--- config.mk ---
export PLATFORM = sky130hd
export DESIGN_NAME = exc_req_ctrl
export DESIGN_NICKNAME = d
export VERILOG_FILES = /design/src/rtl/exc_req_ctrl.sv
export SDC_FILE = /design/constraint.sdc
export NUM_CORES = 1
export LEC_CHECK = 0
export ABC_AREA = 1
export BUFFER_PORTS_ARGS = -buffer_cell sky130_fd_sc_hd__buf_2
export CAP_MARGIN = 20
export CORE_MARGIN = 2
export CORE_UTILIZATION = 35
export CTS_CLUSTER_DIAMETER = 50
export CTS_CLUSTER_SIZE = 24
export DETAILED_ROUTE_END_ITERATION = 12
export PLACE_DENSITY = 0.66
export SLEW_MARGIN = 20
export SYNTH_ARGS = -nofsm -noshare
export SYNTH_HDL_FRONTEND = slang
export SYNTH_SLANG_ARGS = --single-unit
--- constraint.sdc ---
create_clock -name clk -period 3 [get_ports clk]
set_clock_uncertainty 0.05 [all_clocks]
set_input_delay 0.15 -clock clk [delete_from_list [all_inputs] [get_ports clk]]
set_output_delay 0.15 -clock clk [all_outputs]
set_load 0.1 [all_outputs]
--- src/rtl/exc_req_ctrl.sv ---
// exc_req_ctrl: initiator side of the CP0 exception interface.
// Collects SYSCALL/BREAK/TEQ requests from the decoder and external IRQs,
// masks them with CP0 status, prioritises them and issues single-cycle
// exception/eret pulses with cause code and EPC. Stalls the PC while the
// entry and return sequences are in progress.
module exc_req_ctrl #(
    parameter int unsigned IRQ_W       = 4,
    parameter int unsigned SYNC_STAGES = 2
) (
    input  logic             clk,
    input  logic             rst,
    input  logic             sys_req,
    input  logic             brk_req,
    input  logic             teq_req,
    input  logic             eret_req,
    input  logic [IRQ_W-1:0] irq,
    input  logic [31:0]      status,
    input  logic [31:0]      pc_cur,
    output logic             exception,
    output logic [4:0]       cause,
    output logic [31:0]      epc,
    output logic             eret,
    output logic             stall,
    output logic [IRQ_W-1:0] irq_ack,
    output logic             in_handler,
    output logic             nest_err
);

    localparam logic [4:0] CAUSE_INT = 5'b00000;
    localparam logic [4:0] CAUSE_SYS = 5'b01000;
    localparam logic [4:0] CAUSE_BRK = 5'b01001;
    localparam logic [4:0] CAUSE_TEQ = 5'b01101;

    typedef enum logic [1:0] {
        ST_IDLE,
        ST_ENTRY,
        ST_HANDLER,
        ST_RETURN
    } state_t;

    state_t           state_q, state_d;
    logic [4:0]       cause_q, cause_d;
    logic [31:0]      epc_q, epc_d;
    logic [IRQ_W-1:0] ack_q, ack_d;
    logic [IRQ_W-1:0] pending_q, pending_d;
    logic             nest_q, nest_d;

    logic [IRQ_W-1:0] sync_q [SYNC_STAGES];
    logic [IRQ_W-1:0] irq_prev_q;
    logic [IRQ_W-1:0] irq_rise;
    logic [IRQ_W-1:0] irq_pick;
    logic [IRQ_W-1:0] take_mask;

    logic             gie;
    logic             teq_ok;
    logic             brk_ok;
    logic             sys_ok;
    logic             irq_ok;
    logic             any_sync_req;

    // Only the enable bits of status are meaningful here.
    logic             unused_status;
    assign unused_status = ^status[31:5];

    // IRQ synchronizer chain plus one delay stage for rising-edge detection.
    always_ff @(posedge clk or negedge rst) begin
        if (!rst) begin
            for (int unsigned i = 0; i < SYNC_STAGES; i++) begin
                sync_q[i] <= '0;
            end
            irq_prev_q <= '0;
        end else begin
            sync_q[0] <= irq;
            for (int unsigned i = 1; i < SYNC_STAGES; i++) begin
                sync_q[i] <= sync_q[i-1];
            end
            irq_prev_q <= sync_q[SYNC_STAGES-1];
        end
    end

    assign irq_rise = sync_q[SYNC_STAGES-1] & ~irq_prev_q;

    // Lowest-index pending IRQ, isolated as a one-hot mask.
    assign irq_pick = pending_q & (~pending_q + IRQ_W'(1));

    assign gie          = status[0];
    assign teq_ok       = teq_req & gie & status[3];
    assign brk_ok       = brk_req & gie & status[2];
    assign sys_ok       = sys_req & gie & status[1];
    assign irq_ok       = gie & status[4] & (|pending_q);
    assign any_sync_req = sys_req | brk_req | teq_req;

    // Next-state, capture and pending-update logic.
    always_comb begin
        state_d   = state_q;
        cause_d   = cause_q;
        epc_d     = epc_q;
        ack_d     = ack_q;
        nest_d    = nest_q;
        take_mask = '0;

        unique case (state_q)
            ST_IDLE: begin
                // Masked sync requests fall through to the next candidate
                // and are dropped; masked IRQs simply stay pending.
                if (teq_ok) begin
                    cause_d = CAUSE_TEQ;
                    epc_d   = pc_cur;
                    ack_d   = '0;
                    state_d = ST_ENTRY;
                end else if (brk_ok) begin
                    cause_d = CAUSE_BRK;
                    epc_d   = pc_cur;
                    ack_d   = '0;
                    state_d = ST_ENTRY;
                end else if (sys_ok) begin
                    cause_d = CAUSE_SYS;
                    epc_d   = pc_cur;
                    ack_d   = '0;
                    state_d = ST_ENTRY;
                end else if (irq_ok) begin
                    cause_d   = CAUSE_INT;
                    epc_d     = pc_cur;
                    ack_d     = irq_pick;
                    take_mask = irq_pick;
                    state_d   = ST_ENTRY;
                end
            end
            ST_ENTRY: begin
                state_d = ST_HANDLER;
            end
            ST_HANDLER: begin
                if (any_sync_req) begin
                    nest_d = 1'b1;
                end
                if (eret_req) begin
                    state_d = ST_RETURN;
                end
            end
            ST_RETURN: begin
                state_d = ST_IDLE;
            end
            default: begin
                state_d = ST_IDLE;
            end
        endcase

        // A fresh edge on the bit being taken re-arms it rather than being lost.
        pending_d = (pending_q & ~take_mask) | irq_rise;
    end

    // State, captured cause/epc/ack, pending IRQs and sticky nest error.
    always_ff @(posedge clk or negedge rst) begin
        if (!rst) begin
            state_q   <= ST_IDLE;
            cause_q   <= '0;
            epc_q     <= '0;
            ack_q     <= '0;
            pending_q <= '0;
            nest_q    <= 1'b0;
        end else begin
            state_q   <= state_d;
            cause_q   <= cause_d;
            epc_q     <= epc_d;
            ack_q     <= ack_d;
            pending_q <= pending_d;
            nest_q    <= nest_d;
        end
    end

    // Outputs decode directly from registered state so reset clears them at once.
    always_comb begin
        exception  = (state_q == ST_ENTRY);
        eret       = (state_q == ST_RETURN);
        stall      = (state_q == ST_ENTRY) || (state_q == ST_RETURN);
        in_handler = (state_q == ST_HANDLER);
        irq_ack    = (state_q == ST_ENTRY) ? ack_q : '0;
        cause      = cause_q;
        epc        = epc_q;
        nest_err   = nest_q;
    end

endmodule

==> impl_summary.txt <==
----------------------------------------------------
[Setup path]
  Data required, critical path ... about 2800 ps
  Endpoint of the worst setup timing path ... stall
  Minimum setup slack among reg-to-reg paths ... approximately 1200 ps
  Critical path peak fanout ... 6
  Worst r2r path cells ... 9
  Launching element type of the critical path ... flop
  Nature of the critical path endpoint ... primary output
  Critical path start-end classification ... flop to primary output
  Capture point of the worst reg-to-reg path ... pending_q[2]
  Crit path DAT ... 1630 ps
  Critical path startpoint ... state_q[1]
  Worst flop-to-flop path startpoint ... state_q[0]

[Routing]
  Routed Antenna Nets ... 0
  Detailed Routing Iterations Pass 1 ... 4
  Routed length per instance ... around 11 µm
  DR vias/cell ... between 4 and 5
  Sum of routed wire length over all layers ... around 5 mm
  Number of DRC violations after detailed-routing iteration 0 ... 50
  Drt drc ... 0
  Vias post-DR ... roughly 2,000

[Min path]
  Path category of the worst min-delay check ... input pin to flop

[Floorplanning]
  Standard cell core area ... approximately 6400 µm²
  Die height ... between 80 and 90 µm
  Starting density of the core ... roughly 37%
  Area enclosed by the die boundary ... 7400 µm²
  Std cell rows ... 29
  Number of top-level design ports ... between 100 and 150
  Floorplan die width ... between 80 and 90 µm

[Final layout]
  Final cell utilization of the core ... 49.1%
  Fraction of layout instances using a drive strength above 1 ... just over 30%
  Final instance area ... 3150 µm²
  Fillers ... slightly above 600
  Diodes inserted ... 0
  Relative area change from synthesis to final layout ... 34.0%
  Total number of nets in the final design ... 441

[Global routing]
  First-pass GRT wire length ... approximately 8.4 mm
  Most congested layer reported by global routing ... met2
  Vias in the first global route ... between 1,500 and 2,000
  Initial antenna violation count ... 0
  Pin count of the biggest net entering global routing ... around 60
  Remaining global-route overflow ... 0
  Met2 demand-to-capacity share in global routing ... about a quarter
  GRT Total Usage ... 14.6%
  Met3 Usage GRT ... under 10%
  Met1 usage ... ~18%

[Clocking]
  Clock Tree Root ... sky130_fd_sc_hd__clkbuf_8
  Clk slew on worst S/H paths ... 60 ps
  Clock sink count ... a little under 60
  # H-tree levels ... 3
  Buffer levels on the longest clock path ... 2
  Count of buffers added by post-CTS timing repair for setup ... 0
  Clock network latency to the later pin of the worst-skew pair ... about 320 ps
  TritonCTS clock tree ... done
  Number of clock buffers inserted by TritonCTS ... 9

[Logic synthesis]
  Ys async rst share ... 100%
  Synthesized-area fraction occupied by adder cells ... ~2.1%
  Share of synthesized area occupied by flip-flops and latches ... between 60 and 70%
  Number of library cell types mapped by synthesis ... 21
  Post-Synthesis Mean Instance Area ... 9.19 µm²
  Proportion of synthesized area in mux cells ... 0%
  Most frequent cells after synthesis ... 106 x sky130_fd_sc_hd__nand2_1, 58 x sky130_fd_sc_hd__dfrtp_1, 40 x sky130_fd_sc_hd__nand3_1, 16 x sky130_fd_sc_hd__inv_1, 6 x sky130_fd_sc_hd__buf_4
  Synth Instances ... 256
  Xor and xnor area share after synthesis ... 0%
  Ranking of synthesized cells by area ... sky130_fd_sc_hd__dfrtp_1 62%, sky130_fd_sc_hd__nand2_1 17%, sky130_fd_sc_hd__nand3_1 8.5%, sky130_fd_sc_hd__inv_1 2.6%, sky130_fd_sc_hd__ha_1 2.1%
  Synth Cell Area ... 2350 µm²
  Share of the synthesized area in the top cell type ... around 60%
  Yosys warning total ... 0
  Largest family of logic cells by synthesized area ... simple AND/OR/NAND/NOR gates
  Cell with the most instances after synthesis ... sky130_fd_sc_hd__nand2_1
  Fraction of the mapped netlist area in simple logic gates ... between 20 and 30%
  Compound-Gate Fraction of Synth Area ... less than 1%
  Seq cells post-synth ... 58
  Flip-flop cell with the highest count after synthesis ... sky130_fd_sc_hd__dfrtp_1
  Biggest area consumer among synthesized cells ... sky130_fd_sc_hd__dfrtp_1
  Number of flops mapped to enable cells by yosys ... 0

[STA]
  Pins over their slew limit ... 0
  Fin Setup TNS ... 0 ps
  Final period utilization ... around 60%
  Worst-margin pin slew ... slightly above 700 ps
  Max frequency ... between 0.5 and 0.6 GHz
  Relative slew slack ... 52.9%
  Min Clock Period, post-route ... between 1500 and 2000 ps
  Final hold violation count ... 0
  Worst hold slack after final layout ... 11.9 ps
  Setup repair after global routing missed its margin ... false
  Final setup violating endpoints ... 0

[Place]
  RePlAce Congestion ... a little under 0.8
  Count of input and output buffers ... 90
  Detailed Place HPWL ... between 3 and 4 mm
  Post-Place Cell Area ... around 2800 µm²

[Run status]
  Outcome ... finished, final reports clean

[Job]
  Max-cap violation count ... 0

----------------------------------------------------
==> how the worst min path moves through the flow <==
| stage | from | endpoint | cells after the start |
|---|---|---|---|
| 2_1_floorplan | rst | ack_q[0] | 0 |
| 3_3_place_gp | irq[1] | sync_q[5] | 1 |
| 3_5_place_dp | irq[1] | sync_q[5] | 1 |
| 4_1_cts | pc_cur[11] | epc[11] | 3 |
| 5_1_grt | pc_cur[8] | epc[8] | 3 |
| 6_report | pc_cur[11] | epc[11] | 3 |
==> state kept, by name, summed over array words and instances, names as in the netlist <==
register and cells:
epc 32, sync_q 8, ack_q 4, irq_prev_q 4
pending_q 4, cause 3, state_q 2, nest_err 1
==> layout by cell type (no fill, tap or decap) <==
cell type                       count
sky130_fd_sc_hd__o21ai_0            1
sky130_fd_sc_hd__nand2_1          106
sky130_fd_sc_hd__nor2_1             4
sky130_fd_sc_hd__inv_1             16
sky130_fd_sc_hd__ha_1               4
sky130_fd_sc_hd__nand3_1           40
sky130_fd_sc_hd__or2_1              1
sky130_fd_sc_hd__buf_4              3
sky130_fd_sc_hd__inv_2              2
sky130_fd_sc_hd__nor3_1             2
sky130_fd_sc_hd__clkbuf_1           2
sky130_fd_sc_hd__clkbuf_8          11
sky130_fd_sc_hd__dlygate4sd3_1     15
sky130_fd_sc_hd__o21ai_1            2
sky130_fd_sc_hd__nor2_4             1
sky130_fd_sc_hd__or2_2              2
sky130_fd_sc_hd__conb_1             2
sky130_fd_sc_hd__buf_2             90
sky130_fd_sc_hd__nand2_4            2
sky130_fd_sc_hd__o21bai_1           1
sky130_fd_sc_hd__dfrtp_1           58
==> through the flow <==
stage	instances	setup slack [ps]
global placement	414	1250
detailed placement	414	1190
finish	442	1170
CTS	442	1150
global route	442	1030
floorplan	257	754
==> final cells by class <==
class / instances / area, µm² / share of cell area, %
inverters: 18 / 67.6 / 2.14
well taps: 77 / 96.3 / 3.06
clock buffers: 13 / 159 / 5.04
multi-input cells: 168 / 756 / 24.0
repair buffers: 108 / 623 / 19.8
flip-flops and latches: 58 / 1450 / 46.0
==> timing repair <==
action	4_1_cts	5_1_grt
hold buffers	15	0
resized for setup	0	0
hold endpoints to repair	72	0
==> critical path, cell delays in order (launching register included) <==
cell and delay, ps:
sky130_fd_sc_hd__dfrtp_1 400, sky130_fd_sc_hd__inv_1 80, sky130_fd_sc_hd__ha_1 240, sky130_fd_sc_hd__or2_2 300, sky130_fd_sc_hd__buf_2 290
==> cells by family after synthesis <==
group	count (synthesis)
flops	58
buf+inv	31
simple gates	158
fa+ha+maj	4
compound gates	4
other cells	1
==> metal layers <==
| metal | wire length, µm | vias up |
|---|---|---|
| li1 | - | 997 |
| met1 | 2240 | 883 |
| met2 | 2330 | 75 |
| met3 | 387 | 8 |
| met4 | 109 | 0 |
| met5 | 0 | - |
Power is left out: the tool's default activity adds up to more than one toggle a clock period on the data nets, which glitch-free logic cannot reach.
